### config.mk
export PLATFORM = sky130hd
export DESIGN_NAME = multicycle_control_unit
export DESIGN_NICKNAME = d
export VERILOG_FILES = /design/src/rtl/multicycle_control_unit.sv
export SDC_FILE = /design/constraint.sdc
export NUM_CORES = 1
export LEC_CHECK = 0
export ABC_AREA = 0
export CAP_MARGIN = 20
export CELL_PAD_IN_SITES_DETAIL_PLACEMENT = 1
export CELL_PAD_IN_SITES_GLOBAL_PLACEMENT = 1
export CORE_UTILIZATION = 30
export CTS_CLUSTER_DIAMETER = 100
export DETAILED_ROUTE_END_ITERATION = 8
export GPL_ROUTABILITY_DRIVEN = 0
export PLACE_DENSITY_LB_ADDON = 0.08
export SETUP_SLACK_MARGIN = 0.3
export SLEW_MARGIN = 30
export SYNTH_ARGS = -nofsm -noshare
export SYNTH_HDL_FRONTEND = slang
export SYNTH_SLANG_ARGS = --single-unit
### constraint.sdc
create_clock -name clk -period 2.4 [get_ports clk]
set_input_delay 0.48 -clock clk [delete_from_list [all_inputs] [get_ports clk]]
set_output_delay 0.48 -clock clk [all_outputs]
set_load 0.01 [all_outputs]
### src/rtl/multicycle_control_unit.sv
// Control FSM for a multicycle RISC-V style datapath: fetch/decode/execute/memory/writeback
// sequencing, illegal-opcode trap and a retired-instruction counter.
module multicycle_control_unit #(
  parameter int MEM_HANDSHAKE = 1,
  parameter int CNT_W         = 32,
  parameter int SUPPORT_LUI   = 1
) (
  input  logic             clk,
  input  logic             rst,
  input  logic [4:0]       opcode,
  input  logic             mem_ready,
  output logic             pc_write,
  output logic             pc_write_cond,
  output logic             ir_write,
  output logic             mem_read,
  output logic             mem_write,
  output logic             mem_to_reg,
  output logic             reg_write,
  output logic [1:0]       alu_src_a,
  output logic [1:0]       alu_src_b,
  output logic [1:0]       alu_op,
  output logic [2:0]       state,
  output logic             instr_done,
  output logic             illegal,
  output logic [CNT_W-1:0] retired
);

  typedef enum logic [2:0] {
    FETCH  = 3'd0,
    DECODE = 3'd1,
    EXEC   = 3'd2,
    MEM    = 3'd3,
    WB     = 3'd4,
    TRAP   = 3'd5,
    BAD6   = 3'd6,
    BAD7   = 3'd7
  } state_t;

  localparam logic [4:0] OP_R   = 5'b01100;
  localparam logic [4:0] OP_I   = 5'b00100;
  localparam logic [4:0] OP_LW  = 5'b00000;
  localparam logic [4:0] OP_SW  = 5'b01000;
  localparam logic [4:0] OP_BEQ = 5'b11000;
  localparam logic [4:0] OP_LUI = 5'b01101;

  state_t           state_reg, state_next;
  logic [4:0]       op_q;
  logic             run_q;
  logic             ready;
  logic [CNT_W-1:0] retired_reg;

  assign ready   = (MEM_HANDSHAKE == 0) ? 1'b1 : mem_ready;
  assign state   = state_reg;
  assign retired = retired_reg;

  function automatic logic legal_op(input logic [4:0] op);
    legal_op = (op == OP_R) || (op == OP_I) || (op == OP_LW) || (op == OP_SW) ||
               (op == OP_BEQ) || ((SUPPORT_LUI != 0) && (op == OP_LUI));
  endfunction

  // run_q holds every strobe low until the first edge after reset is released.
  always_ff @(posedge clk or posedge rst) begin
    if (rst) begin
      state_reg   <= FETCH;
      op_q        <= 5'd0;
      run_q       <= 1'b0;
      retired_reg <= '0;
    end else begin
      run_q     <= 1'b1;
      state_reg <= state_next;
      if (state_reg == DECODE) op_q <= opcode;
      if (instr_done) retired_reg <= retired_reg + 1'b1;
    end
  end

  always_comb begin
    state_next    = state_reg;
    pc_write      = 1'b0;
    pc_write_cond = 1'b0;
    ir_write      = 1'b0;
    mem_read      = 1'b0;
    mem_write     = 1'b0;
    mem_to_reg    = 1'b0;
    reg_write     = 1'b0;
    alu_src_a     = 2'b00;
    alu_src_b     = 2'b00;
    alu_op        = 2'b00;
    instr_done    = 1'b0;
    illegal       = 1'b0;
    if (run_q) begin
      case (state_reg)
        FETCH: begin
          mem_read  = 1'b1;
          alu_src_b = 2'b01;
          if (ready) begin
            ir_write   = 1'b1;
            pc_write   = 1'b1;
            state_next = DECODE;
          end
        end
        DECODE: begin
          alu_src_b  = 2'b10;
          state_next = legal_op(opcode) ? EXEC : TRAP;
        end
        EXEC: begin
          alu_src_a  = 2'b01;
          state_next = WB;
          case (op_q)
            OP_R: alu_op = 2'b10;
            OP_I: begin
              alu_src_b = 2'b10;
              alu_op    = 2'b11;
            end
            OP_LW, OP_SW: begin
              alu_src_b  = 2'b10;
              state_next = MEM;
            end
            OP_BEQ: begin
              alu_op        = 2'b01;
              pc_write_cond = 1'b1;
              instr_done    = 1'b1;
              state_next    = FETCH;
            end
            OP_LUI: begin
              alu_src_a = 2'b11;
              alu_src_b = 2'b10;
            end
            default: begin
              alu_src_a  = 2'b00;
              state_next = FETCH;
            end
          endcase
        end
        MEM: begin
          case (op_q)
            OP_LW: begin
              mem_read = 1'b1;
              if (ready) state_next = WB;
            end
            OP_SW: begin
              mem_write = 1'b1;
              if (ready) begin
                instr_done = 1'b1;
                state_next = FETCH;
              end
            end
            default: state_next = FETCH;
          endcase
        end
        WB: begin
          reg_write  = 1'b1;
          mem_to_reg = (op_q == OP_LW);
          instr_done = 1'b1;
          state_next = FETCH;
        end
        TRAP: begin
          illegal    = 1'b1;
          state_next = TRAP;
        end
        default: state_next = FETCH;
      endcase
    end
  end

endmodule

---- After elaboration in Yosys (flattened, before gate mapping) ----
Index checks and enable logic that the tools add are counted.
storage, ports and cells
  word-level logic and storage cells ...... 73
  input port bits ......................... 8
  output and inout port bits .............. 50
  register bits ........................... 41
cells by class
  add/subtract/negate cells ............... 1
  reductions and logical operators ........ 13
  equal/unequal tests ..................... 18
  mux-type cells .......................... 37
operators by type and width
  kind                                           count
  adder 32 x 1 -> 32 bit, second input constant  1
  == test 5 x 4 -> 1 bit, second input constant  6
  two-way mux 1 bit                              19
  case mux 3 bit (5 select lines)                1
  two-way mux 2 bit                              6
  two-way mux 3 bit                              4
  case mux 2 bit (3 select lines)                2
  case mux 3 bit (2 select lines)                2
  == test 5 x 3 -> 1 bit, second input constant  2
  == test 5 bit, second input constant           2
  logical NOT 5 bit                              2
  == test 3 x 2 -> 1 bit, second input constant  2
  == test 3 bit, second input constant           2
  != test 3 bit, second input constant           2
  logical OR 1 bit                               5
  OR reduction 5 bit                             1
  case mux 2 bit (2 select lines)                1
  AND reduction 4 bit                            1
  OR reduction 4 bit                             1
  == test 3 x 1 -> 1 bit, second input constant  1
  logical NOT 3 bit                              1
  case mux 1 bit (3 select lines)                1
  OR reduction 3 bit                             1
  != test 2 bit, second input constant           1
  2 further kinds                                2

---- Logic depth before layout (Yosys ltp) ----
Gate-level depths: netlist of the first run.
  word-level depth ........................ 8
  depth in mapped cells ................... 7

---- Least setup slack after synthesis of the first run ----
OpenSTA, ideal clock, no wires.
  kind .................................... register to output
  start point ............................. register state_reg[0] (netlist: state[0])
  end point ............................... output port alu_op[1]
  arrival ................................. 1.686 ns
  setup slack ............................. 0.234 ns
  cell stages (with the launch flop) ...... 6
  buffers on the path ..................... 1
  required time ........................... 1.920 ns
  cell sequence ........................... dfrtp_1 -> buf_1 -> nor2b_1 -> nand2_1 -> or3_2 -> nor3b_1
on the way
  cells in the longest elaborated chain, start to end .. 3
RTL lines
  item                    RTL line  RTL
  from (decl)             46        state_t state_reg, state_next;
  from (signal assigned)  70        state_reg <= state_next;
  == test 3 x 2 -> 1 bit  91        case (state_reg)
  two-way mux 2 bit       91
  two-way mux 2 bit       90        if (run_q) begin
  to (decl)               21        output logic [1:0] alu_op,
Every way passes these cells.

---- Worst setup path after layout of the first run ----
  start point ............................. register op_q[0]
  end point ............................... output port mem_read
on the way
  cells in the longest elaborated chain, start to end .. 4
RTL lines
  item                             RTL line  RTL
  from (decl)                      47        logic [4:0] op_q;
  from (signal assigned)           71        if (state_reg == DECODE) op_q <= opcode;
  logical NOT 5 bit                135       case (op_q)
  two-way mux 1 bit                135
  case mux 1 bit (2 select lines)  91
  two-way mux 1 bit                90
  to (decl)                        15        output logic mem_read,
Every way passes these cells.

==> out/metrics.csv, run 1 <==
stage,metric,value,unit
sta,Final Hold Violating Endpoints,0,
pwr,Leak Pwr,1.45,nW
critical_path,Worst Setup SP,op_q[0],
detailed_routing,DRT Pass-1 Iters,4,
grt,global route hottest layer,met2,
clocking,clk_lat worst skew,290,ps
grt,first-pass GRT wire length,9930,um
critical_path,Critical Path Sink Type,primary output,
critical_path,Setup Crit Path Kind,register to primary output,
placement,I/O Buffers,57,
sta,Worst Clk Skew,4.43,ps
grt,vias in the first global route,1943,
pwr,Pwr Density,794,mW/mm2
cells_and_area,max FFs per register,32,
sta,worst hold slack,483,ps
hold_path,Hold Path Depth,1,
grt,grt met1 use,22.0,%
pwr,internal power,1.67,mW
die,std cell rows,31,
sta,worst relative slew slack,63.6,%
clocking,CTS HTree Levels,2,
die,Die Wd,88.1,um
grt,initial antenna violation count,0,
cells_and_area,Nets,322,
sta,post-route minimum period,2130,ps
sta,fmax,470,MHz
cells_and_area,most frequent cells in the layout,"clkdlybuf4s50_1 (42), dfrtp_1 (39), buf_4 (27)",
hold_path,Hold WC Path Type,register to register,
job,MaxCap Viol Count,0,
placement,DP HPWL,4260,um
cells_and_area,ANT cells,0,
detailed_routing,vias per cell,4.86,
sta,Max Slew Vio Count,0,
cells_and_area,area delta synth->final,50.9,%
logic_synthesis,"area leader, netlist",dfrtp_1,
clocking,Worst-path clk slew,80,ps
die,die footprint,0.00777,mm2
pwr,part of the power in registers,34.4,%
detailed_routing,DR vias,2008,
logic_synthesis,Synth Warn #,0,
detailed_routing,Final ANT Viol Nets,0,
critical_path,r2r startpoint,state[0],
logic_synthesis,main area contributors after synthesis,"dfrtp_1 (46%), xnor2_1 (9.8%), nand2_1 (4.7%)",
critical_path,r2r worst-path depth,9,
logic_synthesis,"EDFF count, synth",0,
grt,grt total ovfl,0,
detailed_routing,drt initial violations,44,
clocking,cts-stage hold buffer count,0,
logic_synthesis,syn nets,230,
pwr,peak supply drop,0.275,mV
grt,pin count of the biggest net entering global routing,42,
critical_path,Startpoint Class,register,
clocking,Root Driver,clkbuf_8,
clocking,Clock Sink Count,41,
logic_synthesis,Yosys reg bits,41,
critical_path,worst path required time,1920,ps
clocking,CTS Buffer Depth,2,
logic_synthesis,top cell type's share of synthesized area,46.1,%
logic_synthesis,cells after synthesis,221,
logic_synthesis,syn avg cell area,10.1,um2
detailed_routing,Routed WL per cell,14.9,um
sta,worst-margin pin slew,546,ps
clocking,CTS Buf Count,5,
sta,Final setup viols,0,
grt,met3 Use GR,2.92,%
logic_synthesis,Synth Flop Type,dfrtp_1,
detailed_routing,Post-Route WL,6170,um
die,starting density of the core,30.9,%
detailed_routing,Residual DRC,0,
sta,Tcrit/Tclk final,88.7,%
cells_and_area,layout cells sized above 1,26.1,%
pwr,net switching power,1.00,mW
critical_path,Worst EP arrival,1650,ps
pwr,Sw Ratio,37.6,%
critical_path,Crit Path Max Fanout,3,
run_status,outcome,completed,
clocking,TritonCTS clock tree,built,
grt,met2 usage,28.7,%
hold_path,Hold Startpoint,retired[31],
placement,Post-Place Setup Slack,-104,ps
die,CORE AREA,0.00721,mm2
logic_synthesis,count of cell types in the netlist,47,
pwr,clock group share of total power,16.7,%
cells_and_area,"Core Util, Final",46.6,%
logic_synthesis,Mapped Area,0.00223,mm2
cells_and_area,"commonest non-fill, non-tap cell in the layout",clkdlybuf4s50_1,
logic_synthesis,post-synthesis sequential area ratio,46.1,%
logic_synthesis,asr flop ratio synth,100,%
sta,RSZ-0062 raised after global routing,true,
sta,min setup slack post-route,271,ps
grt,all-layer global routing usage,16.9,%
die,Chip Height,88.1,um
pwr,combinational power share,48.9,%
die,boundary pin count,58,
metrics by stage:
step           power, mW  setup TNS [ps]  instance area [um2]  std cells
2_1_floorplan       1.52               0                 2230        221
3_3_place_gp        1.98            -141                 3070        391
3_5_place_dp        1.99            -104                 3070        391
4_1_cts             2.48               0                 3190        402
5_1_grt             2.85               0                 3360        413
6_report            2.67               0                 3360        413
cell type report:
class | count | area, um2
sequential | 41 | 1030
tap | 99 | 124
clock buffer | 6 | 72.6
multi-input combinational | 166 | 1240
fill | 851 | 3850
clock inverter | 2 | 10.0
inverter | 6 | 26.3
timing repair buffer | 93 | 861
critical path, stage by stage, from the launching register on:
cell and delay [ps]:
dfrtp_1 390, or4_4 570, nor3_2 120, nor2_1 50, nor2_1 80, clkbuf_2 130
layer usage:
layer,routed length (um),part of all wire (%)
met3,190,3.1
met4,63,1.0
met2,3210,52
met5,0,0
met1,2710,44
cells in the mapped netlist (5+ instances only):
library cell	n
dfrtp_1	41
o21ai_0	7
and3_1	9
nand4_1	10
nand2_1	28
nor3_1	6
xnor2_1	25
nand3_1	15
nor2_1	11
a21oi_1	5
xor2_1	7
inv_1	6
path summary, 6_finish.rpt:
kind / to / slack (ps)
min: retired[31] / 480
max: mem_read / 270
min reg2reg: retired[31] / 480
max in group asynchronous: state[0] / 1370
max reg2reg: retired[29] / 320
min in group asynchronous: retired[0] / 620
power by group through the flow:
stage	logic, mW	registers [mW]	clock network (mW)
4_1_cts	1.12	0.898	0.466
3_3_place_gp	1.08	0.897	0
2_1_floorplan	0.577	0.943	0
6_report	1.31	0.918	0.445
5_1_grt	1.42	0.934	0.496
3_5_place_dp	1.09	0.900	0
repair_timing:
action / CTS / global route
pin swaps: 5 / 13
endpoints found under the setup margin: 15 / 40
gates resized for setup: 39 / 34
setup buffers: 3 / 10
gates cloned: 0 / 1
cell families (layout without fill, tap and decap cells):
kind of cell	after synthesis	after routing	synth area share [%]
adder cells (fa/ha/maj)	1	1	0.562
flip-flops	41	41	46.1
other	1	1	0.168
buffers and inverters	14	107	2.70
AO/OA/AOI/OAI	26	26	9.78
AND/OR/NAND/NOR	101	101	25.6
XOR/XNOR	32	32	12.6
multiplexers	5	5	2.47
Note: power is estimated with default switching activity, not from simulation.
==> run 2: changes to the inputs <==
--- a/config.mk
+++ b/config.mk
@@ -10,12 +10,13 @@
 export CELL_PAD_IN_SITES_DETAIL_PLACEMENT = 1
 export CELL_PAD_IN_SITES_GLOBAL_PLACEMENT = 1
 export CORE_UTILIZATION = 30
+export CTS_BUF_LIST = sky130_fd_sc_hd__clkbuf_8
 export CTS_CLUSTER_DIAMETER = 100
 export DETAILED_ROUTE_END_ITERATION = 8
 export GPL_ROUTABILITY_DRIVEN = 0
 export PLACE_DENSITY_LB_ADDON = 0.08
 export SETUP_SLACK_MARGIN = 0.3
-export SLEW_MARGIN = 30
+export SLEW_MARGIN = 20
 export SYNTH_ARGS = -nofsm -noshare
 export SYNTH_HDL_FRONTEND = slang
 export SYNTH_SLANG_ARGS = --single-unit
==> run 2 against run 1 <==
Combinational power barely moved; critical path depth stayed put; sequential cell count unchanged; power down 0.11%; largest cell class unchanged.
==> out/metrics.csv, run 2 (synthesized netlist as in run 1, its figures left out) <==
stage,metric,value,unit,change
grt,initial antenna violation count,0,,unchanged
cells_and_area,post-route cell area,0.00336,mm2,unchanged
sta,min setup slack post-route,271,ps,about the same
detailed_routing,DRT Pass-1 Iters,4,,unchanged
cells_and_area,footprint of the multi-input gates,0.00124,mm2,unchanged
critical_path,Startpoint Class,register,,unchanged
placement,Placed Instance Area,0.00307,mm2,unchanged
detailed_routing,Routed WL per cell,14.9,um,about the same
grt,all-layer global routing usage,16.9,%,unchanged
run_status,outcome,completed,,unchanged
cells_and_area,layout cells sized above 1,26.1,%,unchanged
cells_and_area,Final Non-Filler Cells,413,,unchanged
cells_and_area,fillers,851,,unchanged
cells_and_area,area delta synth->final,50.9,%,unchanged
sta,RSZ-0062 raised after global routing,true,,unchanged
cells_and_area,max FFs per register,32,,unchanged
sta,Worst Clk Skew,6.30,ps,was 4.43 ps
detailed_routing,Post-Route WL,6170,um,about the same
grt,vias in the first global route,1944,,"was 1,943"
critical_path,worst path required time,1920,ps,about the same
sta,post-route minimum period,2130,ps,about the same
clocking,Root Driver,clkbuf_8,,unchanged
clocking,CTS Buffer Depth,2,,unchanged
critical_path,Setup Crit Path Kind,register to primary output,,unchanged
grt,grt total ovfl,0,,unchanged
placement,Post-Place Setup Slack,-104,ps,unchanged
critical_path,Worst EP arrival,1650,ps,about the same
cells_and_area,Reg area,0.00103,mm2,unchanged
detailed_routing,Final ANT Viol Nets,0,,unchanged
cells_and_area,Nets,322,,unchanged
sta,worst-margin pin slew,546,ps,about the same
job,MaxCap Viol Count,0,,unchanged
grt,pin count of the biggest net entering global routing,42,,unchanged
clocking,clk_lat worst skew,290,ps,about the same
pwr,Pwr Density,793,mW/mm2,was 794 mW/mm2
die,boundary pin count,58,,unchanged
detailed_routing,Residual DRC,0,,unchanged
clocking,Worst-path clk slew,80,ps,about the same
die,Die Wd,88.1,um,unchanged
clocking,CTS Buf Count,5,,unchanged
die,die footprint,0.00777,mm2,unchanged
sta,Max Slew Vio Count,0,,unchanged
placement,I/O Buffers,57,,unchanged
sta,Final Hold Violating Endpoints,0,,unchanged
sta,worst relative slew slack,63.6,%,about the same
clocking,Clock Sink Count,41,,unchanged
die,starting density of the core,30.9,%,unchanged
die,Chip Height,88.1,um,unchanged
sta,Tcrit/Tclk final,88.7,%,about the same
cells_and_area,most frequent cells in the layout,"clkdlybuf4s50_1 (42), dfrtp_1 (39), buf_4 (27)",,unchanged
sta,worst hold slack,483,ps,unchanged
die,std cell rows,31,,unchanged
placement,DP HPWL,4260,um,unchanged
clocking,CTS HTree Levels,2,,unchanged
pwr,Leak Pwr,1.46,nW,was 1.45 nW
sta,Final setup viols,0,,unchanged
detailed_routing,DR vias,2005,,"was 2,008"
detailed_routing,vias per cell,4.85,,was 4.86
hold_path,Hold WC Path Type,register to register,,unchanged
detailed_routing,drt initial violations,44,,unchanged
clocking,cts-stage hold buffer count,0,,unchanged
pwr,peak supply drop,0.275,mV,about the same
grt,first-pass GRT wire length,9940,um,was 9930 um
placement,placed cells,391,,unchanged
cells_and_area,ANT cells,0,,unchanged
cells_and_area,"commonest non-fill, non-tap cell in the layout",clkdlybuf4s50_1,,unchanged
sta,fmax,470,MHz,about the same
critical_path,Crit Path Max Fanout,3,,unchanged
clocking,TritonCTS clock tree,built,,unchanged
die,CORE AREA,0.00721,mm2,unchanged
critical_path,Critical Path Sink Type,primary output,,unchanged
run 2: cell types whose count changed in the layout (fill, tap and decap cells not counted), sizes merged:
| cell | before | now |
|---|---|---|
| inv | 5 | 6 |
| clkbuf | 10 | 9 |
run 2: critical path, cell delays in order (launching register included):
cell	delay, ps
dfrtp_1	390
or4_4	570
nor3_2	120
nor2_1	50
nor2_1	80
clkbuf_2	130
run 2: final cells by class:
class                           count  share of cell area, %
Timing Repair Buffer               93                   25.6
Clock buffer                        5                   2.05
Multi-Input combinational cell    166                   36.8
Tap cell                           99                   3.69
Clock inverter                      3                  0.410
Inverter                            6                  0.782
Sequential cell                    41                   30.6
run 2: report_power, final:
part	internal [mW]	switching (mW)
Sequential	0.796	0.121
Combinational	0.668	0.637
Clock	0.198	0.245
Total	1.66	1.00
run 2: stage by stage:
stage,TNS [ps],total power [mW],util [%]
floorplan,0,1.52,-
global placement,-141,1.98,42.5
detailed placement,-104,1.99,42.5
CTS,0,2.48,44.2
global route,0,2.85,46.6
finish,0,2.67,46.6
run 2: path summary, 6_finish.rpt:
kind | startpoint | to | slack, ps | depth (start not counted)
worst max-delay path | op_q[0] | mem_read | 270 | 5
min in group asynchronous | rst | retired[0] | 620 | 3
worst min register to register | retired[31] | retired[31] | 480 | 1
worst min-delay path | retired[31] | retired[31] | 480 | 1
max in group asynchronous | rst | state[0] | 1370 | 3
worst max register to register | state[0] | retired[29] | 320 | 9
run 2: repair_timing:
item,in CTS,in global routing
endpoints found under the setup margin,15,40
cloned,0,1
setup buffers,3,10
pin swaps,5,13
resized for setup,39,34
endpoints found under the hold margin,0,0
run 2: metal layers:
metal	up-vias	global-route usage, %	wire (um)
met3	8	2.92	190
met4	0	4.84	63
met5	-	0	0
li1	965	-	-
met1	997	22.2	2720
met2	35	28.5	3210
